[src/rtl/serializer_if.sv]
// rtl/serializer_if.sv - handshake bundle between a word producer, the serializer and a chunk consumer
//
// Purpose : groups the parallel-input and chunk-output handshakes of the serializer.
// Signals : input_data/input_valid/input_ready   - parallel word handshake
//           output_data/output_valid/output_ready - chunk handshake
//           output_last                           - final chunk of the current word
// Modports: slave  - the serializer's view
//           master - the surrounding logic's view (drives words, consumes chunks)
interface serializer_if #(
  parameter int WIDTH = 8,
  parameter int SHIFT = 1
);
  logic [WIDTH-1:0] input_data;
  logic             input_valid;
  logic             input_ready;
  logic [SHIFT-1:0] output_data;
  logic             output_valid;
  logic             output_ready;
  logic             output_last;

  modport slave (
    input  input_data, input_valid, output_ready,
    output input_ready, output_data, output_valid, output_last
  );

  modport master (
    output input_data, input_valid, output_ready,
    input  input_ready, output_data, output_valid, output_last
  );
endinterface

[src/rtl/serializer.sv]
// rtl/serializer.sv - parallel word to SHIFT-bit chunk serializer, least significant chunk first
//
// Purpose : loads a WIDTH-bit word and emits it as WIDTH/SHIFT chunks, marking the
//           final chunk with output_last; accepts the next word on the last-chunk
//           handshake so consecutive words stream without a bubble.
// Ports   : clock - rising-edge clock
//           reset - asynchronous active-high reset
//           bus   - serializer_if.slave (input and output handshakes)
// Params  : WIDTH (word bits), SHIFT (chunk bits, divides WIDTH),
//           PAD_VALUE (bit shifted into vacated MSBs)
module serializer #(
  parameter int         WIDTH     = 8,
  parameter int         SHIFT     = 1,
  parameter logic [0:0] PAD_VALUE = 1'b0
) (
  input  logic       clock,
  input  logic       reset,
  serializer_if.slave bus
);

  localparam int CHUNKS = WIDTH / SHIFT;
  localparam int CW     = (CHUNKS > 1) ? $clog2(CHUNKS) : 1;
  localparam logic [CW-1:0] LAST_CNT = CW'(CHUNKS - 1);

  typedef enum logic {
    IDLE = 1'b0,
    BUSY = 1'b1
  } state_t;

  state_t           state_q, state_d;
  logic [WIDTH-1:0] sh_q, sh_d;
  logic [CW-1:0]    cnt_q, cnt_d;
  logic [WIDTH-1:0] shifted;

  // With one chunk per word there is nothing left to shift in; the register
  // is simply refilled with pad bits.
  generate
    if (SHIFT == WIDTH) begin : g_full
      assign shifted = {WIDTH{PAD_VALUE[0]}};
    end else begin : g_part
      assign shifted = {{SHIFT{PAD_VALUE[0]}}, sh_q[WIDTH-1:SHIFT]};
    end
  endgenerate

  assign bus.output_data = sh_q[SHIFT-1:0];

  always_comb begin
    state_d          = state_q;
    sh_d             = sh_q;
    cnt_d            = cnt_q;
    bus.input_ready  = 1'b1;
    bus.output_valid = 1'b0;
    bus.output_last  = 1'b0;

    case (state_q)
      IDLE: begin
        if (bus.input_valid) begin
          sh_d    = bus.input_data;
          cnt_d   = '0;
          state_d = BUSY;
        end
      end

      BUSY: begin
        bus.output_valid = 1'b1;
        bus.output_last  = (cnt_q == LAST_CNT);
        // A new word is taken only as the last chunk leaves, so ready is a
        // combinational function of the consumer's ready (valid never is).
        bus.input_ready  = (cnt_q == LAST_CNT) && bus.output_ready;
        if (bus.output_ready) begin
          if (cnt_q == LAST_CNT) begin
            if (bus.input_valid) begin
              sh_d  = bus.input_data;
              cnt_d = '0;
            end else begin
              state_d = IDLE;
            end
          end else begin
            sh_d  = shifted;
            cnt_d = cnt_q + CW'(1);
          end
        end
      end

      default: state_d = IDLE;
    endcase
  end

  always_ff @(posedge clock or posedge reset) begin
    if (reset) begin
      state_q <= IDLE;
      sh_q    <= {WIDTH{PAD_VALUE[0]}};
      cnt_q   <= '0;
    end else begin
      state_q <= state_d;
      sh_q    <= sh_d;
      cnt_q   <= cnt_d;
    end
  end

endmodule

[src/flat_wrapper.sv]
// flat-port wrapper written by rule: the top's interface ports become plain ports
module serializer_flat 
#(
  parameter int         WIDTH     = 8,
  parameter int         SHIFT     = 1,
  parameter logic [0:0] PAD_VALUE = 1'b0
)
  (clock, reset, bus_input_data, bus_input_valid, bus_output_ready, bus_input_ready, bus_output_data, bus_output_valid, bus_output_last);
  serializer_if #(.WIDTH(WIDTH), .SHIFT(SHIFT)) bus_i ();
  input  logic clock;
  input  logic reset;
  input wire logic [$bits(bus_i.input_data)-1:0] bus_input_data;
  input wire logic [$bits(bus_i.input_valid)-1:0] bus_input_valid;
  input wire logic [$bits(bus_i.output_ready)-1:0] bus_output_ready;
  output wire logic [$bits(bus_i.input_ready)-1:0] bus_input_ready;
  output wire logic [$bits(bus_i.output_data)-1:0] bus_output_data;
  output wire logic [$bits(bus_i.output_valid)-1:0] bus_output_valid;
  output wire logic [$bits(bus_i.output_last)-1:0] bus_output_last;
  assign bus_i.input_data = bus_input_data;
  assign bus_i.input_valid = bus_input_valid;
  assign bus_i.output_ready = bus_output_ready;
  assign bus_input_ready = bus_i.input_ready;
  assign bus_output_data = bus_i.output_data;
  assign bus_output_valid = bus_i.output_valid;
  assign bus_output_last = bus_i.output_last;
  serializer #(.WIDTH(WIDTH), .SHIFT(SHIFT), .PAD_VALUE(PAD_VALUE)) u_core (.clock(clock), .reset(reset), .bus(bus_i));
endmodule
[config.mk]
export PLATFORM = sky130hd
export DESIGN_NAME = serializer_flat
export DESIGN_NICKNAME = d
export VERILOG_FILES = /design/src/rtl/serializer_if.sv /design/src/rtl/serializer.sv /design/src/flat_wrapper.sv
export SDC_FILE = /design/constraint.sdc
export NUM_CORES = 1
export LEC_CHECK = 0
export CORE_MARGIN = 2
export CORE_UTILIZATION = 50
export DETAILED_ROUTE_END_ITERATION = 12
export PLACE_DENSITY = 0.85
export SLEW_MARGIN = 20
export SYNTH_ARGS = -nofsm -noshare
export SYNTH_HDL_FRONTEND = slang
export SYNTH_SLANG_ARGS = --single-unit
export TNS_END_PERCENT = 10
[constraint.sdc]
create_clock -name clock -period 2.5 [get_ports clock]
set_input_delay 0.625 -clock clock [delete_from_list [all_inputs] [get_ports clock]]
set_output_delay 0.625 -clock clock [all_outputs]
set_load 0.01 [all_outputs]
### After elaboration in Yosys (flattened, before gate mapping)

Cells that the tools add are included.

* add/subtract/negate cells: 1
* eq/ne operators: 2
* muxes and demuxes: 15
* bitwise gates (word level): 1
* reduce and logical (&&, ||, !) cells: 1

Operators with widths (count)
* $mux W8: 3
* $pmux W8 S2: 1
* $mux W3: 3
* $mux W1: 6
* $pmux W3 S2: 1
* $add A3 B1 Y3 const B: 1
* $eq A3 B3 Y1 const B: 1
* $ne A2 B2 Y1 const B: 1
* $pmux W1 S2: 1
* $logic_and A1 B1 Y1: 1
* $not A1 Y1: 1

* register bits after elaboration: 12
* input port bits: 12
* word-level logic and storage cells: 23

### Logic depth before layout (Yosys ltp)

* depth in word-level cells: 4
* depth in mapped cells: 5
* gate-level depth less buffers: 5

### Least setup slack after synthesis

OpenSTA, ideal clock, no wires.

* path type: flip-flop to output port
* from: reg u_core.cnt_q[0]
* to: out bus_input_ready
* arrival time: 0.960 ns
* slack: 0.915 ns
* cell stages (with the launch flop): 5
* path buffers: 0
* cells stage by stage: dfrtp_1 > ha_1 > ha_1 > nand2_1 > nand2_1

* cells in the longest elaborated chain, start to end: 3

Ends and longest elaborated chain
* from (decl): line serializer.sv:32 `logic [CW-1:0] cnt_q, cnt_d;`
* from (signal assigned): line serializer.sv:97 `cnt_q <= cnt_d;`
* $eq A3 B3 Y1: line serializer.sv:69 `bus.input_ready = (cnt_q == LAST_CNT) && bus.output_ready;`
* $logic_and A1 B1 Y1: line serializer.sv:69
* $mux W1: line serializer.sv:55 `case (state_q)`
* to (decl): line flat_wrapper.sv:15 `output wire logic [$bits(bus_i.input_ready)-1:0] bus_input_ready;`

No other way between the ends.

### Final worst setup path

* from: reg u_core.cnt_q[0]
* to: out bus_output_last

* cells in the longest elaborated chain, start to end: 2

Ends and longest elaborated chain
* $eq A3 B3 Y1: line serializer.sv:66 `bus.output_last = (cnt_q == LAST_CNT);`
* $mux W1: line serializer.sv:55
* to (decl): line flat_wrapper.sv:18 `output wire logic [$bits(bus_i.output_last)-1:0] bus_output_last;`

No other way between the ends.

==> run metrics <==
status finished clean; # diodes 0; H-tree depth 1; ranking of synthesized cells by area dfrtp_1 46%, inv_1 9.7%, a221oi_1 9.3%; largest net degree at the start of global routing 13; maximum buffer depth of the clock tree 2; clock skew 0.001596 ns; synth warn 0; Initial DRC Count 11; worst skew pair latency 0.27 ns; Initial Util 51.87%; worst r2r dst u_core.sh_q[2]$_DFFE_PP0P_; Simple-Gate Fraction of Synth Area 12.74%; PD cells 820.2 mW/mm^2; final setup violation count 0; Leak Pwr 0.4588 nW; crit path max fanout 4; main combinational cell family by area after synthesis compound AO/OA/AOI/OAI gates; slew margin rel. 68.85%; nets 103; max-cap violations 0; Synth Area in Adders 5.703%; reg2reg start u_core.cnt_q[0]$_DFFE_PP0P_; count of hold-fix buffers inserted at cts 0; post-route core utilization 66.86%; Die W 40.28 um; Final Hold Vio Count 0; Overall Global Routing Usage 19.42%; Synth Area in Compound Gates 24.52%; Detail Placement HPWL 900.3 um; CTS Root Cell clkbuf_4; clock sinks 12; layout cells sized above 1 9.302%; crit path kind flop to output pin; TNS Setup 0 ns; RSZ-0062 raised after global routing false; Mapped Avg Cell Area 9.678 sq um; row cnt 13; initial antenna violation count 0; Routed WL per cell 12.09 um; Netlist cell types 18; Synth top area share 45.63%; FF+latch count, synth 12; TritonCTS clock tree done; min-delay src u_core.cnt_q[0]$_DFFE_PP0P_; CP endpoint kind output pin; min Tclk post-route 2.362 ns; Hold Path Class flop to flop; Post-Synth XOR/XNOR Area 0%; Layout fillers 104; total number of vias 526; Overflow after GRT 0; DR pass1 iterations 4; fin crit share 94.48%; Die H 40.28 um; Hold Path Sink u_core.cnt_q[0]$_DFFE_PP0P_; Syn Inst Count 68; VDD IR-drop max 0.4834 mV; I/O pins 16; GP Congestion 0.6907; final std cells w/o fill 101; core area 0.001269 sq mm; clk slew on worst S/H paths 0.07 ns; placed cell count 98; sequential share of the synthesized area 45.63%; DRT antenna net count 0; cts bufs inserted 3; first-pass GRT wire length 2.028 mm; final WL 1.221 mm; Fmax 423.4 MHz; Slew Viols, Final 0; cells on worst reg2reg path 5; measured slew at the worst slew-check pin 0.4668 ns; Synth area leader dfrtp_1; WP data arrival 1.74 ns; crit path launch type flop; worst endpoint required time 1.88 ns; number of global-route vias before repair 465; post-synth net total 83; PortBufs 15; Worst Hold Depth 1; vias per cell 5.208; post-synthesis mux area share 0%; DR DRC count 0; P&R area growth vs syn 28.90%; Post-Synthesis Cell Area 658.1 sq um; setup slack, reg-to-reg 0.90 ns; total power 0.6958 mW; Die Area 0.001622 sq mm
[per-stage QoR]
stage	setup WS [ns]	hold WS, ns	area (sq um)
4_1_cts	0.07998	0.5176	845.8
6_report	0.1380	0.5219	848.3
2_1_floorplan	0.9146	0.4788	658.1
3_5_place_dp	0.08017	0.4978	823.3
3_3_place_gp	0.08500	0.4929	823.3
5_1_grt	0.06498	0.5483	848.3
[sequential cells by signal, indices dropped and copies added (netlist names)]
register and flops:
u_core.state_q 1, u_core.sh_q 8, u_core.cnt_q 3
[worst max-delay path by stage]
stage	from	to	slack (ns)	cells after the start
final	u_core.cnt_q[0]$_DFFE_PP0P_	bus_output_last	0.14	4
after global routing	u_core.cnt_q[0]$_DFFE_PP0P_	bus_output_last	0.06	4
after CTS	bus_output_ready	bus_input_ready	0.08	4
after detailed placement	bus_output_ready	bus_input_ready	0.08	4
after global placement	bus_output_ready	bus_input_ready	0.09	4
after floorplan	u_core.cnt_q[0]$_DFFE_PP0P_	bus_input_ready	0.91	4
[cells in the mapped netlist]
cell type  number
inv_1          17
dfrtp_1        12
ha_1            3
buf_6           1
and2_1          1
and2b_4         1
nor2b_1         1
nand2_1         4
nand2b_2        1
nor2_1          8
o21ai_4         1
a22o_1          4
o211a_1         1
a221oi_1        7
a21boi_2        1
a21o_1          3
a21oi_1         1
nand3b_1        1
[repair_timing]
action                                  4_1_cts  5_1_grt
resized for setup                             0        1
hold endpoints to repair                      0        0
endpoints found under the setup margin        0        1
buffers inserted                              0        0
[cells by family after synthesis]
| family | Yosys count |
|---|---|
| buffers and inverters | 18 |
| adders and majority gates | 3 |
| DFF | 12 |
| and+or+nand+nor | 17 |
| AOI/OAI and AO/OA | 18 |
[final cells by class]
cell class	count	area, sq um	share of cell area [%]
clock buffer	3	22.52	2.655
multi-input combinational	38	282.8	33.33
tap	15	18.77	2.212
timing repair buffer	16	160.2	18.88
sequential	12	300.3	35.40
inverter	17	63.81	7.522
[where the power goes]
group          internal, mW  switching, mW  total, mW
sequential            0.269         0.0494      0.318
clock                0.0557         0.0621      0.118
combinational         0.147          0.113      0.260
total                 0.472          0.224      0.696
[worst max-delay path, stage by stage (launching register included)]
cell             delay, ns
dfrtp_1               0.40
ha_1                  0.23
ha_1                  0.22
and2_1                0.15
clkdlybuf4s50_1       0.47
[layer usage]
layer	GRT usage [%]	wire length [um]
met1	26.04	538
met2	28.63	591
met3	5.000	59
met4	10.00	31
met5	0	0
[layout by cell type, fill, tap and decap left out, types with 3 or more instances in the layout]
master	n
a21o_1	3
a221oi_1	7
a22o_1	4
clkbuf_4	3
clkdlybuf4s50_1	14
dfrtp_1	12
ha_1	3
inv_1	17
nand2_1	4
nor2_1	8
No activity file was read; power rests on OpenSTA's default activity.
